**config.mk**
```make
export PLATFORM = sky130hd
export DESIGN_NAME = mda_crtc_flat
export DESIGN_NICKNAME = d
export VERILOG_FILES = /design/src/rtl/mda_crtc_if.sv /design/src/rtl/mda_crtc.sv /design/src/flat_wrapper.sv
export SDC_FILE = /design/constraint.sdc
export NUM_CORES = 1
export LEC_CHECK = 0
export BUFFER_PORTS_ARGS = -buffer_cell sky130_fd_sc_hd__buf_4
export CAP_MARGIN = 20
export CORE_ASPECT_RATIO = 1.4
export CORE_UTILIZATION = 53
export CTS_CLUSTER_DIAMETER = 100
export DETAILED_ROUTE_END_ITERATION = 12
export GPL_ROUTABILITY_DRIVEN = 0
export PLACE_DENSITY_LB_ADDON = 0.15
export SYNTH_ARGS = -nofsm -noshare
export SYNTH_HDL_FRONTEND = slang
export SYNTH_SLANG_ARGS = --single-unit
```
**constraint.sdc**
```tcl
create_clock -name iClk -period 3.25 [get_ports iClk]
set_input_delay 0 -clock iClk [delete_from_list [all_inputs] [get_ports iClk]]
set_output_delay 0 -clock iClk [all_outputs]
set_load 0.1 [all_outputs]
```
**src/rtl/mda_crtc_if.sv**
```systemverilog
// CPU I/O bus bundle for the MDA CRTC: address, write data, one-cycle
// read/write strobes, and the registered read-data return path.
interface mda_crtc_if;
    logic [15:0] iAddr;
    logic [7:0]  iData;
    logic        iIoWr;
    logic        iIoRd;
    logic [7:0]  oData;
    logic        oDataValid;

    modport master (
        output iAddr,
        output iData,
        output iIoWr,
        output iIoRd,
        input  oData,
        input  oDataValid
    );

    modport slave (
        input  iAddr,
        input  iData,
        input  iIoWr,
        input  iIoRd,
        output oData,
        output oDataValid
    );
endinterface

```
**src/rtl/mda_crtc.sv**
```systemverilog
// MC6845-style CRTC register file and cursor blink sequencer for the MDA
// text display. Decodes CPU I/O at 03B0h-03BFh (index, data, mode, status)
// and presents static display configuration to the scan-out path.
//
// Build option MDA_CRTC_READBACK_EN:
//   defined   - data-port reads of R0-R15 return the stored value
//   undefined - only R14/R15 read back (MC6845 behaviour), others read 0x00
module mda_crtc #(
    parameter int BLINK_DIV = 16
) (
    input  logic        iClk,
    input  logic        iRst,
    mda_crtc_if.slave   bus,
    input  logic        iVSync,
    input  logic        iHBlank,
    output logic [13:0] oStartAddr,
    output logic [13:0] oCursorAddr,
    output logic [4:0]  oCursorStart,
    output logic [4:0]  oCursorEnd,
    output logic        oCursorOn,
    output logic        oVideoEn,
    output logic        oBlinkEn,
    output logic        oHiRes
);

    // Bit of the extended frame count that sets the mode-10b half-period;
    // mode 11b uses the next bit up (twice the period).
    localparam int BLINK_BIT = $clog2(BLINK_DIV);

    logic [4:0] index_q, index_d;
    logic [7:0] regs_q [16];
    logic [7:0] regs_d [16];
    logic [7:0] mode_q, mode_d;
    logic [7:0] rdata_q, rdata_d;
    logic       rvalid_q, rvalid_d;

    logic [1:0] vs_sync_q;
    logic [1:0] hb_sync_q;
    logic       vs_dly_q;
    logic       tick_q;

    // The 5-bit frame counter wraps 31->0; frame_ph toggles on each wrap so
    // the 2x half-period of mode 11b is still available at BLINK_DIV = 16.
    logic [4:0] frame_cnt_q, frame_cnt_d;
    logic       frame_ph_q, frame_ph_d;
    logic       cursor_on_q;

    logic       sel;
    logic [3:0] offs;
    logic       is_index, is_data, is_mode, is_status;
    logic       wr_en, rd_en;
    logic [7:0] status;
    logic [7:0] port_rd;
    logic [7:0] rd_mux;

    function automatic logic cursor_sel(input logic [1:0] cmode, input logic [5:0] cnt);
        case (cmode)
            2'b00:   return 1'b1;
            2'b01:   return 1'b0;
            2'b10:   return cnt[BLINK_BIT];
            default: return cnt[BLINK_BIT+1];
        endcase
    endfunction

    assign sel       = (bus.iAddr[15:4] == 12'h03B);
    assign offs      = bus.iAddr[3:0];
    assign is_index  = sel && !offs[3] && !offs[0];
    assign is_data   = sel && !offs[3] &&  offs[0];
    assign is_mode   = sel && (offs == 4'h8);
    assign is_status = sel && (offs == 4'hA);
    // A write wins over a simultaneous read; the read is dropped silently.
    assign wr_en     = sel && bus.iIoWr;
    assign rd_en     = sel && bus.iIoRd && !bus.iIoWr;

    assign status = {4'hF, vs_sync_q[1], 2'b00, hb_sync_q[1]};

    // Register-file write path
    always_comb begin
        index_d = index_q;
        regs_d  = regs_q;
        mode_d  = mode_q;
        if (wr_en) begin
            if (is_index) begin
                index_d = bus.iData[4:0];
            end else if (is_data && !index_q[4]) begin
                regs_d[index_q[3:0]] = bus.iData;
            end else if (is_mode) begin
                mode_d = bus.iData;
            end
        end
    end

    // Data-port read value for the current index
    always_comb begin
        port_rd = 8'h00;
`ifdef MDA_CRTC_READBACK_EN
        if (!index_q[4]) begin
            port_rd = regs_q[index_q[3:0]];
        end
`else
        if (index_q == 5'd14 || index_q == 5'd15) begin
            port_rd = regs_q[index_q[3:0]];
        end
`endif
    end

    // Read mux and registered return data; oData holds between reads
    always_comb begin
        rd_mux = 8'hFF;
        if (is_data) begin
            rd_mux = port_rd;
        end else if (is_status) begin
            rd_mux = status;
        end
        rvalid_d = rd_en;
        rdata_d  = rd_en ? rd_mux : rdata_q;
    end

    // Frame counter advances once per synchronized VSync rise
    always_comb begin
        {frame_ph_d, frame_cnt_d} = {frame_ph_q, frame_cnt_q};
        if (tick_q) begin
            {frame_ph_d, frame_cnt_d} = {frame_ph_q, frame_cnt_q} + 6'd1;
        end
    end

    // Register file, mode and read-return state
    always_ff @(posedge iClk or posedge iRst) begin
        if (iRst) begin
            index_q  <= '0;
            mode_q   <= '0;
            rdata_q  <= '0;
            rvalid_q <= 1'b0;
            for (int i = 0; i < 16; i++) begin
                regs_q[i] <= '0;
            end
        end else begin
            index_q  <= index_d;
            mode_q   <= mode_d;
            rdata_q  <= rdata_d;
            rvalid_q <= rvalid_d;
            regs_q   <= regs_d;
        end
    end

    // Two-flop synchronizers plus VSync rising-edge detect into a frame tick
    always_ff @(posedge iClk or posedge iRst) begin
        if (iRst) begin
            vs_sync_q <= '0;
            hb_sync_q <= '0;
            vs_dly_q  <= 1'b0;
            tick_q    <= 1'b0;
        end else begin
            vs_sync_q <= {vs_sync_q[0], iVSync};
            hb_sync_q <= {hb_sync_q[0], iHBlank};
            vs_dly_q  <= vs_sync_q[1];
            tick_q    <= vs_sync_q[1] && !vs_dly_q;
        end
    end

    // Blink counter and registered cursor visibility (glitch-free output,
    // computed from next-state so an R10 write shows on the following cycle)
    always_ff @(posedge iClk or posedge iRst) begin
        if (iRst) begin
            frame_cnt_q <= '0;
            frame_ph_q  <= 1'b0;
            cursor_on_q <= 1'b1;
        end else begin
            frame_cnt_q <= frame_cnt_d;
            frame_ph_q  <= frame_ph_d;
            cursor_on_q <= cursor_sel(regs_d[10][6:5], {frame_ph_d, frame_cnt_d});
        end
    end

    assign bus.oData      = rdata_q;
    assign bus.oDataValid = rvalid_q;

    assign oStartAddr   = {regs_q[12][5:0], regs_q[13]};
    assign oCursorAddr  = {regs_q[14][5:0], regs_q[15]};
    assign oCursorStart = regs_q[10][4:0];
    assign oCursorEnd   = regs_q[11][4:0];
    assign oCursorOn    = cursor_on_q;
    assign oVideoEn     = mode_q[3];
    assign oBlinkEn     = mode_q[5];
    assign oHiRes       = mode_q[0];

    logic unused_mode_bits;
    assign unused_mode_bits = ^{mode_q[7:6], mode_q[4], mode_q[2:1]};

endmodule

```
**src/flat_wrapper.sv**
```systemverilog
// flat-port wrapper written by rule: the top's interface ports become plain ports
module mda_crtc_flat 
#(
    parameter int BLINK_DIV = 16
)
  (iClk, iRst, iVSync, iHBlank, oStartAddr, oCursorAddr, oCursorStart, oCursorEnd, oCursorOn, oVideoEn, oBlinkEn, oHiRes, bus_iAddr, bus_iData, bus_iIoWr, bus_iIoRd, bus_oData, bus_oDataValid);
  mda_crtc_if bus_i ();
  input  logic iClk;
  input  logic iRst;
  input  logic iVSync;
  input  logic iHBlank;
  output logic [13:0] oStartAddr;
  output logic [13:0] oCursorAddr;
  output logic [4:0] oCursorStart;
  output logic [4:0] oCursorEnd;
  output logic oCursorOn;
  output logic oVideoEn;
  output logic oBlinkEn;
  output logic oHiRes;
  input wire logic [$bits(bus_i.iAddr)-1:0] bus_iAddr;
  input wire logic [$bits(bus_i.iData)-1:0] bus_iData;
  input wire logic [$bits(bus_i.iIoWr)-1:0] bus_iIoWr;
  input wire logic [$bits(bus_i.iIoRd)-1:0] bus_iIoRd;
  output wire logic [$bits(bus_i.oData)-1:0] bus_oData;
  output wire logic [$bits(bus_i.oDataValid)-1:0] bus_oDataValid;
  assign bus_i.iAddr = bus_iAddr;
  assign bus_i.iData = bus_iData;
  assign bus_i.iIoWr = bus_iIoWr;
  assign bus_i.iIoRd = bus_iIoRd;
  assign bus_oData = bus_i.oData;
  assign bus_oDataValid = bus_i.oDataValid;
  mda_crtc #(.BLINK_DIV(BLINK_DIV)) u_core (.iClk(iClk), .iRst(iRst), .bus(bus_i), .iVSync(iVSync), .iHBlank(iHBlank), .oStartAddr(oStartAddr), .oCursorAddr(oCursorAddr), .oCursorStart(oCursorStart), .oCursorEnd(oCursorEnd), .oCursorOn(oCursorOn), .oVideoEn(oVideoEn), .oBlinkEn(oBlinkEn), .oHiRes(oHiRes));
endmodule
```
# == Word-level counts from Yosys, hierarchy flattened ==
# Cells that the tools add are included.
# totals
reg_bits,161
inputBits,30
word_cells,78
# op_classes
add_sub_neg,1
order_cmp,2
eq_ne,7
mux,15
n_bitwise,3
n_reduce_logical,21
# ops
op,n
47-bit two-way mux,3
128-bit bitwise mux,1
8-bit two-way mux,5
8-bit binary-select mux with 4-bit select,1
8-bit demux with 4-bit select,1
"12-bit by 6-bit equality test with 1-bit output, second input constant",1
1-bit logical AND,11
"5-bit by 4-bit equality test with 1-bit output, second input constant",2
"4-bit equality test, second input constant",2
"6-bit by 1-bit adder with 6-bit output, second input constant",1
"5-bit greater-or-equal comparator, second input constant",1
1-bit zero test,5
"5-bit by 1-bit less-than comparator with 1-bit output, second input constant",1
5-bit two-way mux,1
4-bit NOT with 5-bit output,1
4-bit two-way mux,1
4-bit AND reduction,1
1-bit case mux with 3 select lines,1
3-bit AND reduction,1
"2-bit by 1-bit equality test with 1-bit output, second input constant",1
"2-bit equality test, second input constant",1
2-bit zero test,1
1-bit NOT,2
2-bit AND reduction,1
other kinds (2),2

# == Longest topological paths before layout ==
# Gate-level depths: netlist of run 1.
# logic_depth
depth_word,11
mapped_depth,7

# == Worst setup path after synthesis of run 1 ==
# No wires, ideal clock.
# synth_path
path_type,register to register
from,reg u_core.index_q[4]
to,reg u_core.regs_q[123] in the netlist's numbering
setup_time_ps,125
arrival_time_ps,1694
setup_slack_ps,1430
stages_incl_launch_ff,7
synth_period_minus_slack_ps,1820
path_cell_list,dfrtp_1 and4bb_1 and4_4 nand2_2 or3_1 buf_6 mux2_4
# synth_between
elab_chain_len,3
# synth_lines
element,line,rtl
from (decl),mda_crtc.sv:30,"logic [4:0] index_q, index_d;"
from (signal assigned),mda_crtc.sv:138,index_q <= index_d;
1-bit zero test,mda_crtc.sv:85,end else if (is_data && !index_q[4]) begin
1-bit logical AND,mda_crtc.sv:85,
3-bit AND reduction (no line),--,
to (signal assigned),mda_crtc.sv:142,regs_q <= regs_d;
to (decl),mda_crtc.sv:31,logic [7:0] regs_q [16];
# No other way between the ends.
# A chain may end at the register's enable or synchronous reset.

# == Final worst setup path of run 1 ==
# layout_path
from,reg u_core.index_q[1]
to,"reg u_core.regs_q, in the netlist u_core.oCursorAddr[4]"
# layout_between
elab_chain_len,6
word_cells_on_any_way,7
cone_classes,order compare (2); mux (3); bitwise (1); reduce/logical (1)
# layout_lines
element,line,rtl
4-bit NOT with 5-bit output (implied by the code) (*),mda_crtc.sv:86,regs_d[index_q[3:0]] = bus.iData;
5-bit greater-or-equal comparator (implied by the code) or 5-bit by 1-bit less-than comparator with 1-bit output (tied branches),mda_crtc.sv:86,
1-bit logical AND (implied by the code),mda_crtc.sv:86,
8-bit two-way mux (implied by the code),mda_crtc.sv:86,
8-bit demux with 4-bit select (*),mda_crtc.sv:86,
128-bit bitwise mux (*),mda_crtc.sv:86,
# Every way passes the cells marked *; elsewhere a longest branch is shown, timed or not.

==> results of run 1 <==
## registers in the layout, indices dropped and copies added, names as in the netlist, 2 cells and up
register / cells
u_core.regs_q: 20
u_core.oStartAddr: 14
u_core.vs_sync_q: 2
u_core.frame_cnt_q: 5
u_core.oCursorEnd: 5
u_core.index_q: 5
u_core.oCursorStart: 5
u_core.mode_q: 3
u_core.hb_sync_q: 2
u_core.bus.oData: 8
u_core.oCursorAddr: 14
## cell usage after synthesis (all sizes together)
| cell type | count |
|---|---|
| a22o | 2 |
| nor2 | 22 |
| and4 | 2 |
| or4bb | 1 |
| nand4 | 3 |
| nor3b | 3 |
| buf | 47 |
| o21ai | 4 |
| dfrtp | 87 |
| xor2 | 2 |
| nor3 | 6 |
| mux2 | 68 |
| clkbuf | 6 |
| nand4bb | 1 |
| nand3 | 3 |
| a21oi | 9 |
| a41oi | 1 |
| o2bb2ai | 1 |
| o41ai | 1 |
| o22a | 3 |
| inv | 3 |
| or3 | 2 |
| nor2b | 6 |
| mux4 | 6 |
| a31oi | 1 |
| a211oi | 6 |
| a21o | 2 |
| and4bb | 1 |
| nand2 | 10 |
| and4b | 1 |
| dfstp | 1 |
| nand2b | 6 |
| mux2i | 2 |
| nor4 | 1 |
| nor4b | 2 |
| xnor2 | 3 |
| ha | 1 |
## worst max-delay path, cell delays in order (launching register included)
cell and delay, ns:
dfrtp_1 0.73, buf_4 0.28, nand2_1 0.17, nor2_2 0.55
mux2_2 0.40
## cells by family (layout without fill, tap and decap cells)
group           after synthesis  in the layout  share of synthesized area, %
buf+inv                      56            115                          8.67
simple gates                 70             70                          11.6
mux                          76             76                          21.8
compound gates               30             30                          4.75
fa+ha+maj                     1              1                         0.295
flops                        88             88                          51.9
xor+xnor                      5              5                          1.03
## per-layer routing
layer | track usage (%) | up-vias | wire length, um
met5 | 0 | - | 0
met1 | 29.9 | 1339 | 3750
met4 | 9.84 | 0 | 206
li1 | - | 1235 | -
met2 | 39.9 | 88 | 4610
met3 | 6.27 | 14 | 447
## through the flow
stage | instances | power [mW] | worst slack (ns) | area (um2) | hold WS, ns
2_1_floorplan | 326 | 1.30 | 0.973 | 4240 | 0.0314
3_3_place_gp | 458 | 1.38 | 0.981 | 4650 | 0.113
3_5_place_dp | 458 | 1.38 | 0.992 | 4650 | 0.112
4_1_cts | 485 | 2.28 | 0.979 | 5000 | 0.0431
5_1_grt | 485 | 2.34 | 0.886 | 5000 | 0.0572
6_report | 485 | 2.25 | 1.01 | 5000 | 0.0633
## report_power, final
part           internal (mW)  leakage, nW  switching [mW]  total (mW)
sequential              1.14         1.20          0.0321        1.17
clock                  0.508        0.116           0.375       0.883
combinational         0.0813         1.11           0.115       0.197
total                   1.73         2.43           0.522        2.25
## area by class of cell
class                      instances  area, um2  share of cell area, %
sequential                        88       2200                   44.1
tap                              100        125                   2.50
clock buffer                      10        128                   2.55
inverter                           3       12.5                  0.250
clock inverter                     6        108                   2.15
multi-input combinational        182       1670                   33.5
timing repair buffer              96        748                   15.0
## path summary, 6_finish.rpt
path / end / slack [ns]
max in group asynchronous: u_core.index_q[4] / 2.16
min reg2reg: u_core.hb_sync_q[1] / 0.37
min in group asynchronous: u_core.regs_q[97] / 0.30
min: u_core.index_q[0] / 0.06
max reg2reg: u_core.oCursorAddr[4] / 1.01
max: u_core.oCursorAddr[4] / 1.01
## repair_timing
item,in CTS,in global routing
hold endpoints to repair,104,0
gates resized for setup,0,0
buffers inserted,0,0
hold buffers,11,0
==> run metrics, run 1 <==
count of buffers from port buffering 80; largest cells by area after synthesis dfrtp_1 51%, mux2_2 18%, buf_4 6.7%; arrival time at the worst endpoint 2.48 ns; number of global-route vias before repair 2827; standard cell core area 0.00775 mm2; final clock skew 0.00631 ns; Layout fillers 626; number of antenna violations at the first check in global routing 0; syn nets 357; final hold violations 0; Max Fclk 0.447 GHz; source of the critical timing path u_core.index_q[1]; number of H-tree branching levels 3; number of buffers added by the clock tree synthesis step 9; ant diodes 0; Reg2Reg Launch Point u_core.index_q[1]; hold-critical path depth 3; kind of path behind the tightest hold check input pin to register; fraction of final layout cells with drive strength greater than 1 50.9%; sum of net half-perimeters after detailed placement 6640 um; Die ar. 0.00837 mm2; minimum clock period after layout 2.24 ns; via density per instance 5.52; Initial DRT Pass Iterations 4; number of rows created at floorplan 38; tightest slew margin relative to the limit 50.5%; CP Capture Type register; number of different library cells in the post-synthesis netlist 47; y dimension of the die 108 um; buffer depth of the longest clock path 2; most frequent cells in the layout 87 x dfrtp_1, 85 x buf_4, 67 x mux2_2, 12 x nor2_1, 11 x dlygate4sd3_1; critical path launch point type register; pwr dens 450 mW/mm2; Worst IR Drop VDD 0.300 mV; clock latency on the worst-skew pair 0.36 ns; final period utilization 68.9%; Clk Tree Root Cell clkbuf_8; synthesized area divided by synthesized cell count 13.0 um2; Boundary Pins 81; overall overflow remaining after global route 0; top cell type by total area after synthesis dfrtp_1; Final ANT Viol Nets 0; crit path max fanout 14; worst slew pin tran 0.743 ns; initial core utilization 54.8%; unrepaired setup endpoints after global routing no; critical path class register to register; critical path data required time 3.49 ns; status complete, no violations; maximum number of pins on one net before global-route repair 43; detailed-route wire length 9010 um; clock tree from TritonCTS yes; Syn Std Cell Area 0.00424 mm2; detailed-route wire length per cell 18.6 um; area share of the largest cell type after synthesis 51.3%; Warnings, synthesis 0; wire length of the first global-routing pass 14900 um; clk sinks 88; leading cell type in the layout, fill and taps excluded dfrtp_1; beginning of the worst hold path bus_iAddr[3]; accumulated negative setup slack 0 ns; static leakage 2.43 nW; Final nets 411; die width 77.6 um; final core area utilization 64.5%; all-layer global routing usage 24.1%; Post-Syn Instances 326; final-report setup violation count 0; max-cap violation count 0; sequential fraction of the synthesis area 51.9%; count of unresolved DRC violations after routing 0; post-synthesis register bit count 88; Syn-to-layout area delta 17.7%; number of DRC markers in iteration 0 147; Max Slew Vio Count 0; register clock-pin slew on the reported worst setup and hold paths 0.08 ns; count of vias placed by the detailed router 2676; worst-case reg-to-reg path depth 4
(Power assumes the default switching activity.)
==> inputs of run 2 (changes only) <==
- CORE_UTILIZATION: 53 -> 48
- clock period: 3.25 -> 1.96 ns (I/O delays scaled with it)
==> run metrics, run 2 (synthesized netlist as in run 1, its figures left out) <==
pwr dens 738 mW/mm2 (+64%); CP Capture Type register; source of the critical timing path u_core.index_q[4]; instance count after placement with tap cells included 481 (+5.0%); register clock-pin slew on the reported worst setup and hold paths 0.06 ns (-0.02 ns); most frequent cells in the layout 103 x buf_4, 86 x dfrtp_1, 67 x mux2_2, 12 x nor2_1, 10 x nor2_2; standard cell core area 0.00856 mm2 (+10%); final hold violations 0 (unchanged); final-report setup violation count 0 (unchanged); sum of net half-perimeters after detailed placement 6810 um (+2.6%); crit path max fanout 5 (-9); ant diodes 0 (unchanged); worst slew pin tran 0.642 ns (-0.101 ns); accumulated negative setup slack 0 ns (unchanged); number of rows created at floorplan 40 (+5.3%); y dimension of the die 113 um (+5.0%); Die ar. 0.00923 mm2 (+10%); final clock skew 0.00567 ns (-0.000647 ns); beginning of the worst hold path bus_iData[3]; multi-input logic area 0.00168 mm2 (+0.67%); status complete, no violations; number of DRC markers in iteration 0 138 (-6.1%); register with the most flip-flops u_core.regs_q; count of unresolved DRC violations after routing 0 (unchanged); kind of path behind the tightest hold check input pin to register; number of buffers added by the clock tree synthesis step 9 (unchanged); Layout fillers 707 (+13%); critical path launch point type register; area occupied by registers 0.00220 mm2 (about the same); arrival time at the worst endpoint 2.11 ns (-0.37 ns); unrepaired setup endpoints after global routing no; number of H-tree branching levels 3 (unchanged); Max Fclk 0.529 GHz (+18%); Reg2Reg Launch Point u_core.index_q[4]; wire length of the first global-routing pass 14900 um (+0.51%); critical path data required time 2.18 ns (-1.31 ns); number of antenna violations at the first check in global routing 0 (unchanged); Initial DRT Pass Iterations 4 (unchanged); flip-flop count of the largest register after layout 20 (unchanged); clock tree from TritonCTS yes; final period utilization 96.4% (+28 points); total power 3.88 mW (+72%); max-cap violation count 0 (unchanged); overall overflow remaining after global route 0 (unchanged); final core area utilization 61.5% (-3.0 points); critical path class register to register; clock latency on the worst-skew pair 0.33 ns (-0.03 ns); clk sinks 88 (unchanged); Clk Tree Root Cell clkbuf_16; minimum clock period after layout 1.89 ns (-0.349 ns); leading cell type in the layout, fill and taps excluded buf_4; Worst IR Drop VDD 0.644 mV (+110%); Max Slew Vio Count 0 (unchanged); count of buffers from port buffering 80 (unchanged); Final nets 431 (+4.9%); via density per instance 5.42 (-1.7%); Boundary Pins 81 (unchanged); die width 81.5 um (+4.9%); buffer depth of the longest clock path 2 (unchanged); detailed-route wire length 9300 um (+3.2%); final non-filler cell total 510 (+5.2%); Syn-to-layout area delta 23.9%; count of vias placed by the detailed router 2765 (+3.3%); initial core utilization 49.6% (-5.2 points); all-layer global routing usage 22.2% (-1.9 points); fraction of final layout cells with drive strength greater than 1 54.8% (+3.9 points); static leakage 2.56 nW (+5.4%); detailed-route wire length per cell 18.2 um (-1.9%); tightest slew margin relative to the limit 57.1% (+6.6 points); Final ANT Viol Nets 0 (unchanged); maximum number of pins on one net before global-route repair 40 (-7.0%); number of global-route vias before repair 2887 (+2.1%)
run 2: changes by cell type in the layout (fill, tap and decap cells not counted), sizes merged:
cell         delta
dlygate4sd3     -2
bufinv          -3
inv             +1
clkinvlp        +2
buf            +22
run 2: where the power goes:
part	leakage (nW)	switching [mW]	internal, mW
combinational	1.23	0.192	0.137
sequential	1.20	0.0572	1.89
clock	0.135	0.710	0.895
total	2.56	0.958	2.92
run 2: metal layers:
layer  part of all wire [%]  wire length (um)  track usage [%]  up-vias
li1                       -                 -                -     1269
met3                    3.8               357             3.79       13
met1                     43              3960             28.6     1416
met4                    1.6               153             7.74        0
met5                      0                 0                0        -
met2                     52              4820             37.2       67
run 2: timing repair:
item	CTS	global route
pin swaps	1	4
hold buffers	9	0
setup buffers	3	1
resized for setup	2	2
hold endpoints to repair	62	0
endpoints found under the setup margin	7	26
run 2: area by class of cell:
class / instances / area share (%)
timing repair buffer: 116 / 17.9
clock buffer: 10 / 4.54
tap: 105 / 2.50
inverter: 3 / 0.285
multi-input combinational: 182 / 32.0
clock inverter: 6 / 0.809
sequential: 88 / 41.9
run 2: through the flow:
stage	area, um2	setup slack (ns)	hold slack (ns)
CTS	5250	0.0242	0.0225
floorplan	4250	0.140	0.0314
detailed placement	4850	-0.0269	0.112
global route	5260	0.00712	0.0366
finish	5260	0.0710	0.0357
global placement	4850	0.0319	0.111
run 2: critical path, stage by stage (launching register included):
cell and delay, ns:
dfrtp_1 0.39, and4bb_1 0.28, and4_4 0.29, nand2_2 0.11, nor3_4 0.32, mux2_2 0.38
run 2: worst paths after layout:
kind	slack [ns]	end	cells past startpoint
min reg2reg	0.36	u_core.vs_sync_q[1]	0
min in group asynchronous	0.32	u_core.mode_q[5]	3
max reg2reg	0.07	u_core.regs_q[58]	5
min	0.04	u_core.oCursorEnd[3]	2
max in group asynchronous	0.93	u_core.index_q[0]	4
max	0.07	u_core.regs_q[58]	5
==> inputs of run 3 (changes only) <==
- CORE_UTILIZATION: 48 -> 35
==> run metrics, run 3 (synthesized netlist as in run 1, its figures left out) <==
status complete, no violations; Final nets 432 (+0.23%); Die ar. 0.0126 mm2 (+36%); arrival time at the worst endpoint 2.12 ns (about the same); pwr dens 714 mW/mm2 (-3.2%); tightest slew margin relative to the limit 64.9% (+7.8 points); max-cap violation count 0 (unchanged); critical path data required time 2.23 ns (+0.05 ns); register clock-pin slew on the reported worst setup and hold paths 0.06 ns (about the same); hold-critical path depth 2 (unchanged); initial core utilization 35.9% (-14 points); power share of the combinational group 8.7% (+0.2 points); share of total power consumed by net switching 24.1% (-0.62 points); final-report setup violation count 0 (unchanged); number of DRC markers in iteration 0 73 (-47%); detailed-route wire length per cell 18.1 um (-0.76%); minimum clock period after layout 1.86 ns (-0.0293 ns); number of rows created at floorplan 47 (+18%); detailed-route wire length 9970 um (+7.2%); worst slack after detailed placement -0.0566 ns (-0.0297 ns); standard cell core area 0.0118 mm2 (+38%); beginning of the worst hold path bus_iData[3]; Clk Tree Root Cell clkbuf_16; number of global-route vias before repair 2888 (+0.035%); worst slew pin tran 0.525 ns (-0.117 ns); number of antenna violations at the first check in global routing 0 (unchanged); clock latency on the worst-skew pair 0.34 ns (about the same); part of the total power dissipated in the clock network 39.8% (-1.6 points); fraction of final layout cells with drive strength greater than 1 54.2% (-0.61 points); overall overflow remaining after global route 0 (unchanged); crit path max fanout 5 (unchanged); register with the most flip-flops u_core.regs_q; Max Fclk 0.538 GHz (+1.6%); Worst Hold Slack 0.0350 ns (-0.000742 ns); count of buffers from port buffering 80 (unchanged); final period utilization 94.9% (-1.5 points); WHS Endpoint u_core.oCursorEnd[3]; Worst IR Drop VDD 0.448 mV (-30%); final non-filler cell total 551 (+8.0%); die width 95.1 um (+17%); unrepaired setup endpoints after global routing no; worst-case reg-to-reg path depth 5 (unchanged); count of unresolved DRC violations after routing 0 (unchanged); y dimension of the die 132 um (+17%); Boundary Pins 81 (unchanged); via density per instance 4.98 (-8.1%); accumulated negative setup slack 0 ns (unchanged); Max Slew Vio Count 0 (unchanged); final hold violations 0 (unchanged); Final ANT Viol Nets 0 (unchanged); static leakage 2.56 nW (about the same); number of H-tree branching levels 3 (unchanged); ant diodes 0 (unchanged); clock tree from TritonCTS yes; kind of path behind the tightest hold check input pin to register; most frequent cells in the layout 103 x buf_4, 87 x dfrtp_1, 67 x mux2_2, 12 x nor2_1; flip-flop count of the largest register after layout 20 (unchanged); net switching power 0.912 mW (-4.9%); critical path launch point type register; cell-internal power 2.88 mW (-1.6%); final clock skew 0.00641 ns (+0.000746 ns); leading cell type in the layout, fill and taps excluded buf_4; critical path class register to register; Syn-to-layout area delta 25.0%; final setup slack of the worst path 0.100 ns (+0.0293 ns); clk sinks 88 (unchanged); instance count after placement with tap cells included 525 (+9.1%); worst reg2reg path endpoint u_core.oCursorOn; count of vias placed by the detailed router 2744 (-0.76%); sum of net half-perimeters after detailed placement 7440 um (+9.1%); Reg2Reg Launch Point u_core.index_q[4]; sequential power share 51.4% (+1.2 points); wire length of the first global-routing pass 16000 um (+7.1%); number of buffers added by the clock tree synthesis step 9 (unchanged); buffer depth of the longest clock path 2 (unchanged); CP Capture Type register; all-layer global routing usage 17.1% (-5.1 points); maximum number of pins on one net before global-route repair 42 (+5.0%); Initial DRT Pass Iterations 4 (unchanged); setup slack of the worst register-to-register path 0.10 ns (+0.03 ns)
==> run 3: cell count changes in the layout (fill, tap and decap cells not counted), sizes merged <==
cell      change
buf           +1
clkinvlp      -1
clkinv        -1
inv           -1
clkbuf        +1
==> run 3: repair_timing <==
| item | in CTS | in global routing |
|---|---|---|
| gates resized for setup | 2 | 4 |
| pin swaps | 1 | 3 |
| endpoints found under the hold margin | 56 | 0 |
| hold buffers | 9 | 0 |
| setup buffers | 2 | 1 |
| setup endpoints to repair | 11 | 25 |
==> run 3: layer usage <==
| metal | track usage, % | up-vias | wire length, um |
|---|---|---|---|
| met2 | 28.3 | 79 | 5070 |
| met5 | 0 | - | 0 |
| met1 | 22.1 | 1384 | 4310 |
| met3 | 3.58 | 13 | 448 |
| li1 | - | 1268 | - |
| met4 | 5.56 | 0 | 142 |
==> run 3: how the worst max path moves through the flow <==
stage,from,to,slack (ns),cells after the start
final,u_core.index_q[4],u_core.oCursorOn,0.10,5
after global routing,u_core.index_q[4],u_core.regs_q[57],0.02,5
after CTS,u_core.index_q[4],u_core.oStartAddr[8],0.02,6
after detailed placement,u_core.index_q[4],u_core.oStartAddr[8],-0.06,5
after global placement,u_core.index_q[4],u_core.oStartAddr[11],-0.02,5
after floorplan,u_core.index_q[4],u_core.regs_q[123],0.14,6
==> run 3: critical path, cell delays in order, from the launching register on <==
cell and delay [ns]:
dfrtp_1 0.39, and4bb_1 0.28, and4_4 0.29, and4b_2 0.31, mux2_2 0.37, o2bb2ai_1 0.14
==> run 3: area by class of cell <==
class | count | area, um2
timing repair buffer | 117 | 955
inverter | 3 | 15.0
tap | 147 | 184
multi-input combinational | 182 | 1690
clock buffer | 11 | 233
clock inverter | 3 | 21.3
fill | 1113 | 6520
sequential | 88 | 2200
==> run 3: power groups by stage <==
stage | combinational [mW] | clock, mW | sequential [mW]
after floorplan | 0.137 | 0 | 2.03
after global placement | 0.312 | 0 | 1.98
after detailed placement | 0.322 | 0 | 1.98
after CTS | 0.336 | 1.56 | 1.95
after global routing | 0.368 | 1.62 | 1.95
final | 0.330 | 1.51 | 1.95
==> run 3: through the flow <==
step                cell area [um2]  utilization [%]  power [mW]
floorplan                      4250                -        2.16
global placement               4910             41.6        2.29
detailed placement             4910             41.6        2.30
CTS                            5290             44.7        3.84
global route                   5310             44.9        3.94
finish                         5310             44.9        3.79
